<file path="config.mk">
export PLATFORM = sky130hd
export DESIGN_NAME = arm_pose_sequencer
export DESIGN_NICKNAME = d
export VERILOG_FILES = /design/src/rtl/arm_pkg.sv /design/src/rtl/settle_qualifier.sv /design/src/rtl/arm_pose_sequencer.sv
export SDC_FILE = /design/constraint.sdc
export NUM_CORES = 1
export LEC_CHECK = 0
export CORE_MARGIN = 2
export CORE_UTILIZATION = 52
export DETAILED_ROUTE_END_ITERATION = 6
export GPL_TIMING_DRIVEN = 0
export PLACE_DENSITY = 0.84
export SYNTH_ARGS = -nofsm -noshare
export SYNTH_HDL_FRONTEND = slang
export SYNTH_SLANG_ARGS = --single-unit
</file>
<file path="constraint.sdc">
create_clock -name CLK -period 5.44 [get_ports CLK]
set_input_delay 1.088 -clock CLK [delete_from_list [all_inputs] [get_ports CLK]]
set_output_delay 1.088 -clock CLK [all_outputs]
set_load 0.03 [all_outputs]
</file>
<file path="src/rtl/arm_pkg.sv">
// Shared constants, state encoding and pose lookup for the arm pose sequencer.
package arm_pkg;

  localparam int unsigned POS_W     = 20;
  localparam int unsigned STEP_W    = 2;
  localparam int unsigned SETTLE_W  = 4;
  localparam int unsigned TIMEOUT_W = 8;
  localparam int unsigned FRAME_W   = 21;
  localparam int unsigned LAST_STEP = 2;

  // Servo setpoints in 100 MHz counts
  localparam logic [POS_W-1:0] CLAW_OPEN  = 20'd1;
  localparam logic [POS_W-1:0] CLAW_CLOSE = 20'd199218;
  localparam logic [POS_W-1:0] HIGH_PICK  = 20'd31248;
  localparam logic [POS_W-1:0] HIGH_DROP  = 20'd191394;
  localparam logic [POS_W-1:0] LOW_PICK   = 20'd183400;
  localparam logic [POS_W-1:0] LOW_DROP   = 20'd113274;

  localparam logic OP_PICKUP  = 1'b0;
  localparam logic OP_DROPOFF = 1'b1;

  typedef enum logic [1:0] {
    ST_IDLE  = 2'd0,
    ST_RUN   = 2'd1,
    ST_FAULT = 2'd2
  } seq_state_e;

  typedef struct packed {
    logic [POS_W-1:0] claw;
    logic [POS_W-1:0] high;
    logic [POS_W-1:0] low;
  } pose_t;

  localparam pose_t STOW_POSE = {CLAW_OPEN, HIGH_DROP, LOW_DROP};

  // Map (operation, step) to the three servo setpoints
  function automatic pose_t pose_lookup(input logic op, input logic [STEP_W-1:0] step);
    pose_t p;
    p = STOW_POSE;
    if (op == OP_PICKUP) begin
      case (step)
        2'd0:    p = {CLAW_OPEN,  HIGH_PICK, LOW_PICK};
        2'd1:    p = {CLAW_CLOSE, HIGH_PICK, LOW_PICK};
        2'd2:    p = {CLAW_CLOSE, HIGH_DROP, LOW_DROP};
        default: p = STOW_POSE;
      endcase
    end else begin
      case (step)
        2'd0:    p = {CLAW_CLOSE, HIGH_DROP, LOW_DROP};
        2'd1:    p = {CLAW_OPEN,  HIGH_DROP, LOW_DROP};
        2'd2:    p = {CLAW_OPEN,  HIGH_DROP, LOW_DROP};
        default: p = STOW_POSE;
      endcase
    end
    return p;
  endfunction

endpackage

</file>
<file path="src/rtl/settle_qualifier.sv">
// Per-step settle and timeout frame counters; both saturate rather than wrap.
module settle_qualifier
  import arm_pkg::*;
#(
  parameter int unsigned SETTLE_FRAMES  = 5,
  parameter int unsigned TIMEOUT_FRAMES = 150
) (
  input  logic CLK,
  input  logic RST,
  input  logic tick,
  input  logic all_flags,
  input  logic clear,
  output logic settled,
  output logic timed_out
);

  logic [SETTLE_W-1:0]  settle_cnt;
  logic [TIMEOUT_W-1:0] timeout_cnt;

  // Count consecutive good frames and total frames spent in the current step
  always_ff @(posedge CLK) begin
    if (RST || clear) begin
      settle_cnt  <= '0;
      timeout_cnt <= '0;
    end else if (tick) begin
      if (!all_flags)
        settle_cnt <= '0;
      else if (settle_cnt != '1)
        settle_cnt <= settle_cnt + SETTLE_W'(1);
      if (timeout_cnt != '1)
        timeout_cnt <= timeout_cnt + TIMEOUT_W'(1);
    end
  end

  assign settled   = (settle_cnt  >= SETTLE_W'(SETTLE_FRAMES));
  assign timed_out = (timeout_cnt >= TIMEOUT_W'(TIMEOUT_FRAMES));

endmodule

</file>
<file path="src/rtl/arm_pose_sequencer.sv">
// Command-driven three-pose sequencer for the pick-and-place arm servos.
module arm_pose_sequencer
  import arm_pkg::*;
#(
  parameter int unsigned FRAME_TICKS    = 2000000,
  parameter int unsigned SETTLE_FRAMES  = 5,
  parameter int unsigned TIMEOUT_FRAMES = 150
) (
  input  logic              CLK,
  input  logic              RST,
  input  logic              CMD_VALID,
  input  logic              CMD_OP,
  output logic              CMD_READY,
  input  logic              CLAW_FLAG,
  input  logic              JOINTHIGH_FLAG,
  input  logic              JOINTLOW_FLAG,
  output logic [POS_W-1:0]  CLAW_DESIRED,
  output logic [POS_W-1:0]  JOINTHIGH_DESIRED,
  output logic [POS_W-1:0]  JOINTLOW_DESIRED,
  output logic              FRAME_TICK,
  output logic              BUSY,
  output logic              DONE,
  output logic              ERROR,
  output logic [STEP_W-1:0] STEP
);

  seq_state_e          state, state_d;
  logic [STEP_W-1:0]   step_d;
  logic                op_q, op_d;
  pose_t               pose_q, pose_d;
  logic                busy_d, done_d, error_d, ready_d;
  logic                step_entry, entry_d;
  logic [FRAME_W-1:0]  frame_cnt, frame_cnt_nxt;
  logic                all_flags, qual_tick, qual_clear, settled, timed_out;

  // Free-running frame counter wrap
  always_comb frame_cnt_nxt = (frame_cnt == FRAME_W'(FRAME_TICKS - 1)) ? '0
                                                                       : frame_cnt + FRAME_W'(1);

  // Frame counter with registered tick on the last cycle of each frame
  always_ff @(posedge CLK) begin
    if (RST) begin
      frame_cnt  <= '0;
      FRAME_TICK <= 1'b0;
    end else begin
      frame_cnt  <= frame_cnt_nxt;
      FRAME_TICK <= (frame_cnt_nxt == FRAME_W'(FRAME_TICKS - 1));
    end
  end

  // Ticks landing in a step's entry cycle are not counted
  assign all_flags  = CLAW_FLAG & JOINTHIGH_FLAG & JOINTLOW_FLAG;
  assign qual_tick  = FRAME_TICK & (state == ST_RUN) & ~step_entry;
  assign qual_clear = step_entry | (state != ST_RUN);

  settle_qualifier #(
    .SETTLE_FRAMES  (SETTLE_FRAMES),
    .TIMEOUT_FRAMES (TIMEOUT_FRAMES)
  ) u_qual (
    .CLK       (CLK),
    .RST       (RST),
    .tick      (qual_tick),
    .all_flags (all_flags),
    .clear     (qual_clear),
    .settled   (settled),
    .timed_out (timed_out)
  );

  // State register and registered outputs
  always_ff @(posedge CLK) begin
    if (RST) begin
      state      <= ST_IDLE;
      STEP       <= '0;
      op_q       <= OP_PICKUP;
      pose_q     <= STOW_POSE;
      BUSY       <= 1'b0;
      DONE       <= 1'b0;
      ERROR      <= 1'b0;
      CMD_READY  <= 1'b1;
      step_entry <= 1'b0;
    end else begin
      state      <= state_d;
      STEP       <= step_d;
      op_q       <= op_d;
      pose_q     <= pose_d;
      BUSY       <= busy_d;
      DONE       <= done_d;
      ERROR      <= error_d;
      CMD_READY  <= ready_d;
      step_entry <= entry_d;
    end
  end

  // Next-state and output decode; settle completion beats timeout
  always_comb begin
    state_d = state;
    step_d  = STEP;
    op_d    = op_q;
    pose_d  = pose_q;
    done_d  = 1'b0;
    error_d = ERROR;
    entry_d = 1'b0;
    case (state)
      ST_IDLE: begin
        if (CMD_VALID && CMD_READY) begin
          state_d = ST_RUN;
          step_d  = '0;
          op_d    = CMD_OP;
          pose_d  = pose_lookup(CMD_OP, STEP_W'(0));
          error_d = 1'b0;
          entry_d = 1'b1;
        end
      end
      ST_RUN: begin
        if (!step_entry) begin
          if (settled) begin
            if (STEP == STEP_W'(LAST_STEP)) begin
              state_d = ST_IDLE;
              step_d  = '0;
              done_d  = 1'b1;
            end else begin
              step_d  = STEP + STEP_W'(1);
              pose_d  = pose_lookup(op_q, step_d);
              entry_d = 1'b1;
            end
          end else if (timed_out) begin
            state_d = ST_FAULT;
          end
        end
      end
      ST_FAULT: begin
        state_d = ST_IDLE;
        step_d  = '0;
        done_d  = 1'b1;
        error_d = 1'b1;
      end
      default: state_d = ST_IDLE;
    endcase
    ready_d = (state_d == ST_IDLE);
    busy_d  = (state_d != ST_IDLE);
  end

  assign CLAW_DESIRED      = pose_q.claw;
  assign JOINTHIGH_DESIRED = pose_q.high;
  assign JOINTLOW_DESIRED  = pose_q.low;

endmodule

</file>
-- After elaboration in Yosys (flattened, before gate mapping)
Index checks and enable logic that the tools add are counted.
- flip-flop bits (word level): 104
- bits of input ports: 7
- output and inout bits: 67
- logic and storage cells: 91
- add/subtract/negate cells: 4
- $lt $le $gt $ge: 2
- equality and inequality tests: 15
- muxes and demuxes: 34
- bitwise operators: 6
- reductions and logical operators: 15
- operators by type and width (cell ; number):
    two-way mux 60 bit ; 5
    one-hot mux 58 bit (3 select lines) ; 1
    one-hot mux 60 bit (2 select lines) ; 1
    two-way mux 58 bit ; 2
    equality test 21 bit (second input constant) ; 2
    adder 21 x 1 -> 21 bit (second input constant) ; 1
    two-way mux 21 bit ; 1
    two-way mux 2 bit ; 9
    inequality test 2 bit (second input constant) ; 5
    adder 8 x 1 -> 8 bit (second input constant) ; 1
    >= comparator 8 bit (second input constant) ; 1
    two-way mux 1 bit ; 8
    two-way mux 4 bit ; 2
    inequality test 8 bit (second input constant) ; 1
    AND reduction 2 bit ; 4
    equality test 2 bit (second input constant) ; 3
    zero test 2 bit ; 3
    one-hot mux 1 bit (2 select lines) ; 3
    one-hot mux 2 bit (3 select lines) ; 1
    nonzero test 2 bit ; 3
    AND reduction 5 bit ; 1
    adder 4 x 1 -> 4 bit (second input constant) ; 1
    bitwise AND 1 bit ; 4
    equality test 2 x 1 -> 1 bit (second input constant) ; 2
    11 further kinds ; 11

-- Logic depth before layout (Yosys ltp)
Gate-level depths: netlist of the first run.
- depth in word-level cells: 8
- depth in mapped cells: 8

-- Cells and area by module
From an unflattened synthesis of the first run, not the netlist that was laid out.
- cells, all modules: 374
- area total of the unflattened synthesis: 3106.7 sq um
- by module, submodules not included (module ; times used ; cells each ; area an instance (sq um) ; sequential area each (sq um)):
    arm_pose_sequencer ; 1 ; 290 ; 2394.8 ; 720.7
    settle_qualifier ; 1 ; 84 ; 711.9 ; 240.2

-- Worst setup path before layout of the first run
Ideal clock, no wire load.
- path type: input port to flip-flop
- start point: in JOINTLOW_FLAG
- end point: reg u_qual.settle_cnt[3]
- data arrival time: 2.101 ns
- slack: 3.254 ns
- stages: 5
- buffers on the path: 0
- cells stage by stage: and3_1 a41oi_1 nand4_1 xor2_1 a211oi_1
- cells in the longest elaborated chain, start to end: 3
- elaborated cells on any way between the ends: 4
- classes of those cells: eq/ne: 1; mux: 1; bitwise: 1; reduce/logical: 1
- RTL lines (item ; line ; RTL):
    start, declared ; arm_pose_sequencer.sv:16 ; input logic JOINTLOW_FLAG,
    bitwise AND 1 bit * ; arm_pose_sequencer.sv:52 ; assign all_flags = CLAW_FLAG & JOINTHIGH_FLAG & JOINTLOW_FLAG;
    inequality test 2 bit (no line) ; - ;
    AND reduction 2 bit (no line) ; - ;
    end signal, assigned ; settle_qualifier.sv:29 ; settle_cnt <= settle_cnt + SETTLE_W'(1);
    end, declared ; settle_qualifier.sv:17 ; logic [SETTLE_W-1:0] settle_cnt;
Mark *: on every way between the ends. The rest lies on a longest branch, timed or not.
A chain may end at the register's enable or synchronous reset.

==> key figures, run 1 <==
Status
  – Outcome: finished clean

Pwr
  – Power share of the sequential group: 0.417
  – IR drop worst, VDD: 0.1401 mV
  – Sw Share: 0.3401
  – Combinational Power Share: 0.342
  – Power Density: 247.3 mW/mm²
  – Leak: 0.001491 µW
  – Switch Pwr: 310.6 µW
  – Clock power frac: 0.241
  – Internal power: 602.6 µW

Finish
  – Register area: 960.9 µm²
  – Post-layout util: 0.6664
  – N_diodes: 0
  – Share of cells above drive strength 1: 0.1781
  – Filler cells: 480
  – Post-route cell area: 0.003692 mm²
  – Final #Nets: 458
  – Synthesis-to-finish area growth: 22.45%
  – Multi-input logic area: 0.001654 mm²

Clock tree
  – Sink Count: 48
  – Num CTS Buffers: 5
  – Insertion delay to the later sink of the worst-skew pair: 300 ps
  – CTS root buf: clkbuf_8
  – CTS tree: yes
  – Post-CTS resize count: 0
  – Clk slew on worst S/H paths: 90 ps
  – Post-CTS Setup Inserts: 0
  – H-Tree Depth: 2
  – Clock Path Buffers: 2
  – CTS Hold Bufs: 0

Placed design
  – GPL Wtd Cong: 0.8602
  – Setup WS pre-CTS: 2690 ps
  – Placed cell areas: 0.003600 mm²
  – IO buf count: 37
  – Detailed Place HPWL: 4537 µm

STA
  – Final hold vios: 0
  – Min Hold Slack: 497.8 ps
  – Worst Tran Pin Value: 735.7 ps
  – Final worst setup slack: 2648 ps
  – Max Transition Viols Final: 0
  – Max_slew headroom: 0.5031
  – Setup tns final: 0 ps
  – Final setup viols: 0
  – RSZ-0062 raised after global routing: false
  – Min Tclk post-route: 2792 ps
  – Period Utilization, post-route: 0.5132
  – Setup Skew: 5.980 ps
  – Max Freq: 358.2 MHz

Drt
  – Post-DRT Antenna Nets: 0
  – DR pass1 iterations: 4
  – Final wirelength: 6066 µm
  – DRT iter0 DRCs: 92
  – Post-route DRC violation count: 0
  – Routed vias/inst: 4.975
  – Via Count: 2537
  – Routed length per instance: 11.89 µm

Yosys
  – Number of flops mapped to enable cells by yosys: 0
  – Top cell type by total area after synthesis: dfxtp_1
  – Yosys top cell area share: 0.3187
  – Synth warnings: 0
  – Syn_area_per_cell: 8.376 µm²
  – Seq/Total Area, Yosys: 0.3187
  – Fraction of registers with async set/reset: 0
  – Yosys cell types: 57
  – Synth Instances: 360
  – Commonest cells in the synthesized netlist: 56 x buf_4, 48 x dfxtp_1, 44 x nor2_1
  – Synthesized cell area: 0.003015 mm²
  – #FFs+latches synth: 48
  – Synth Flop Type: dfxtp_1
  – Synth area leaders: dfxtp_1 32%, buf_4 14%, ha_1 5.8%, nor2_1 5.5%, xor2_1 4.1%
  – Most numerous cell in the Yosys netlist: buf_4

Floorplanning
  – Die Area: 0.006424 mm²
  – Core area: 0.005540 mm²
  – Die Y: 80.15 µm
  – IO Pins: 74
  – Site Rows: 27
  – Starting density of the core: 0.5443
  – Die Wd: 80.15 µm

Global route
  – Met3 GRT Util: 0.03820
  – Vias in the first global route: 2288
  – Gr ovfl total: 0
  – First-pass GRT wire length: 10090 µm
  – Antenna violations before repair: 0
  – M2 GR Usage: 0.3483
  – Grt met1 use: 0.2322
  – Tot GR Track Use: 0.1942
  – Busiest grt layer: met2
  – Largest net degree at the start of global routing: 15

Critical path
  – Critical path class: reg2out
  – WP data arrival: 1700 ps
  – CP Launch Type: register
  – Largest fanout on the critical path: 13
  – Worst Path Required: 4350 ps
  – Endpoint class of the critical path: primary output
  – R2R depth: 7

Worst hold path
  – Min-delay worst type: reg2reg
  – Hold path depth: 2

Flow run
  – Max_cap viols: 0
final cells by class:
class | instances | share of cell area
clock inverters | 2 | 0.002711
well taps | 72 | 0.02440
repair buffers | 37 | 0.1003
plain buffers | 69 | 0.1288
inverters | 13 | 0.01322
clock buffers | 6 | 0.02237
multi-input cells | 263 | 0.4480
flip-flops and latches | 48 | 0.2603
stage by stage:
| step | std cells | total power, µW |
|---|---|---|
| CTS | 510 | 920.9 |
| global route | 510 | 957.8 |
| floorplan | 393 | 606.7 |
| global placement | 502 | 694.7 |
| finish | 510 | 913.2 |
| detailed placement | 502 | 700.1 |
power by group through the flow:
stage	Sequential (µW)	Clock (µW)	Combinational, µW
after floorplan	402	0	205
after global routing	384	242	332
after detailed placement	389	0	311
after global placement	388	0	307
after CTS	381	228	312
final	381	220	312
flip-flops by register name (all words and copies together) (netlist names):
register            count
step_entry              1
state                   2
CMD_READY               1
STEP                    2
u_qual.settle_cnt       4
DONE                    1
op_q                    1
ERROR                   1
JOINTHIGH_DESIRED       2
u_qual.timeout_cnt      8
FRAME_TICK              1
BUSY                    1
CLAW_DESIRED            2
frame_cnt              21
layer usage:
layer / wire (µm) / vias to the layer above
li1: - / 1306
met2: 2956 / 80
met1: 2640 / 1143
met4: 82 / 0
met3: 387 / 8
met5: 0 / -
layout by cell type, fill, tap and decap left out, types with 3 or more instances in the layout:
cell,n
dfxtp_1,48
nor3_1,4
o21ai_0,11
clkbuf_8,6
nor2_1,44
inv_1,12
clkbuf_1,8
o21a_1,4
a211oi_1,3
or4_1,3
nand3_1,9
nand2_1,17
a31oi_1,3
clkdlybuf4s50_1,37
conb_1,35
o31ai_1,3
a21oi_1,12
buf_4,56
nor4_1,3
nand2b_1,6
xnor2_1,12
nand4_1,15
a21boi_0,3
buf_2,5
ha_1,14
xor2_1,14
or3_1,4
kinds of logic (layout without fill, tap and decap cells):
logic type / Yosys count / count (layout) / share of synthesized area
xor gates and xnor gates: 26 / 26 / 0.07552
AOI/OAI and AO/OA: 58 / 58 / 0.1307
adders and majority gates: 14 / 14 / 0.05809
buffers and inverters: 82 / 127 / 0.1739
and+or+nand+nor: 127 / 127 / 0.2303
other: 2 / 35 / 0.002491
muxes: 3 / 3 / 0.01037
DFF: 48 / 48 / 0.3187
worst max-delay path, cell delays in order, from the launching register on:
cell and delay [ps]:
dfxtp_1 560, buf_4 180, clkdlybuf4s50_1 660
final timing paths:
path,from,end,slack (ps)
max,JOINTHIGH_DESIRED[15],JOINTLOW_DESIRED[16],2650
min,CLAW_DESIRED[0],CLAW_DESIRED[0],500
max reg2reg,state[1],JOINTHIGH_DESIRED[12],3230
min reg2reg,CLAW_DESIRED[0],CLAW_DESIRED[0],500
(Power assumes the default switching activity.)
==> inputs of run 2 (changes only) <==
- CORE_UTILIZATION: 52 -> 45
- PLACE_DENSITY: 0.84 -> 0.77
- clock period: 5.44 -> 2.47 ns (I/O delays scaled with it)
==> key figures, run 2 (synthesis results as in run 1) <==
Status
  – Outcome: finished, violations left
  – Failing checks: design-rule violations

STA
  – Final hold vios: 0
  – Max Freq: 457.7 MHz
  – Final setup viols: 0
  – Max_slew headroom: 0.4766
  – Max Transition Viols Final: 0
  – Setup Skew: 5.650 ps
  – Min Tclk post-route: 2185 ps
  – Worst Tran Pin Value: 774.9 ps
  – Min Hold Slack: 488.5 ps
  – RSZ-0062 raised after global routing: false
  – Period Utilization, post-route: 0.8845
  – Setup tns final: 0 ps

Floorplanning
  – IO Pins: 74
  – Die Y: 85.86 µm
  – Die Area: 0.007372 mm²
  – Starting density of the core: 0.4695
  – Die Wd: 85.86 µm
  – Site Rows: 29
  – Core area: 0.006422 mm²

Flow run
  – Max_cap viols: 0

Clock tree
  – CTS Hold Bufs: 0
  – CTS tree: yes
  – Post-CTS Setup Inserts: 0
  – Sink Count: 48
  – Insertion delay to the later sink of the worst-skew pair: 300 ps
  – Num CTS Buffers: 5
  – Post-CTS resize count: 0
  – H-Tree Depth: 2
  – Clock Path Buffers: 2
  – CTS root buf: clkbuf_8
  – Clk slew on worst S/H paths: 90 ps

Drt
  – Post-DRT Antenna Nets: 0
  – Final wirelength: 6078 µm
  – Via Count: 2525
  – Routed length per instance: 11.80 µm
  – Post-route DRC violation count: 8
  – DR pass1 iterations: 7
  – Routed vias/inst: 4.903
  – DRT iter0 DRCs: 122

Finish
  – Final #Nets: 458
  – N_diodes: 0
  – Post-route cell area: 0.003700 mm²
  – Filler cells: 603
  – Max reg flops: 21
  – Leading cell types in the layout, fill and taps excluded: 56 x buf_4, 48 x dfxtp_1, 44 x nor2_1
  – Biggest regs: frame_cnt: 21 flops, u_qual.timeout_cnt: 8 flops, u_qual.settle_cnt: 4 flops
  – Most common cell after layout, fill and taps aside: buf_4
  – Largest Register: frame_cnt
  – Synthesis-to-finish area growth: 22.70%
  – Share of cells above drive strength 1: 0.1758

Critical path
  – Max stage delay on crit path: 660 ps
  – Largest fanout on the critical path: 13
  – CP Launch Type: register
  – Worst Path Required: 1980 ps
  – Critical path class: reg2out
  – WP data arrival: 1690 ps
  – Slowest CP cell: clkdlybuf4s50_1
  – Cell Chain, Critical Path: buf_4 > clkdlybuf4s50_1
  – Endpoint class of the critical path: primary output

Placed design
  – GPL Wtd Cong: 0.8300
  – Placed cell areas: 0.003606 mm²
  – Detailed Place HPWL: 4576 µm
  – IO buf count: 37

Global route
  – Vias in the first global route: 2270
  – Tot GR Track Use: 0.1673
  – First-pass GRT wire length: 10160 µm
  – Antenna violations before repair: 0
  – Largest net degree at the start of global routing: 15
  – Gr ovfl total: 0

Pwr
  – Power Density: 543.5 mW/mm²
  – Leak: 0.001485 µW
  – IR drop worst, VDD: 0.2948 mV
  – Power consumption: 2011 µW

Worst hold path
  – Min-delay worst type: reg2reg
run 2: worst max-delay path, delay by kind of cell (launching register included):
family	cells	cell delay, ps
buf+inv	2	840
flops	1	550
run 2: final cells by class:
type | instances | area, µm² | area share
sequential | 48 | 960.9 | 0.2597
buffer | 69 | 475.5 | 0.1285
clock inverter | 1 | 7.507 | 0.002029
multi-input combinational | 263 | 1654 | 0.4471
clock buffer | 7 | 86.33 | 0.02333
timing repair buffer | 37 | 370.4 | 0.1001
tap | 77 | 96.34 | 0.02604
inverter | 13 | 48.80 | 0.01319
run 2: per-layer routing:
layer  vias to the layer above  part of all wire  GRT usage
met4                         0             0.018    0.05051
li1                       1305                 -          -
met3                        11             0.049    0.03754
met5                         -                 0          0
met1                      1149              0.44     0.2037
met2                        60              0.49     0.2932
run 2: worst paths after layout:
check | startpoint | to | slack [ps] | depth (start not counted)
max | JOINTHIGH_DESIRED[15] | JOINTLOW_DESIRED[13] | 290 | 2
min reg2reg | ERROR | ERROR | 490 | 2
min | ERROR | ERROR | 490 | 2
max reg2reg | frame_cnt[8] | FRAME_TICK | 290 | 7
run 2: where the power goes:
group / internal, µW / switching, µW
combinational: 302 / 380
sequential: 801 / 37.6
clock: 228 / 261
run 2: per-stage QoR:
| stage | utilization | cells | setup slack (ps) |
|---|---|---|---|
| detailed placement | 0.5615 | 507 | 291.7 |
| global placement | 0.5615 | 507 | 337.0 |
| CTS | 0.5761 | 515 | 253.5 |
| finish | 0.5761 | 515 | 285.4 |
| global route | 0.5761 | 515 | 97.42 |
| floorplan | - | 393 | 644.6 |
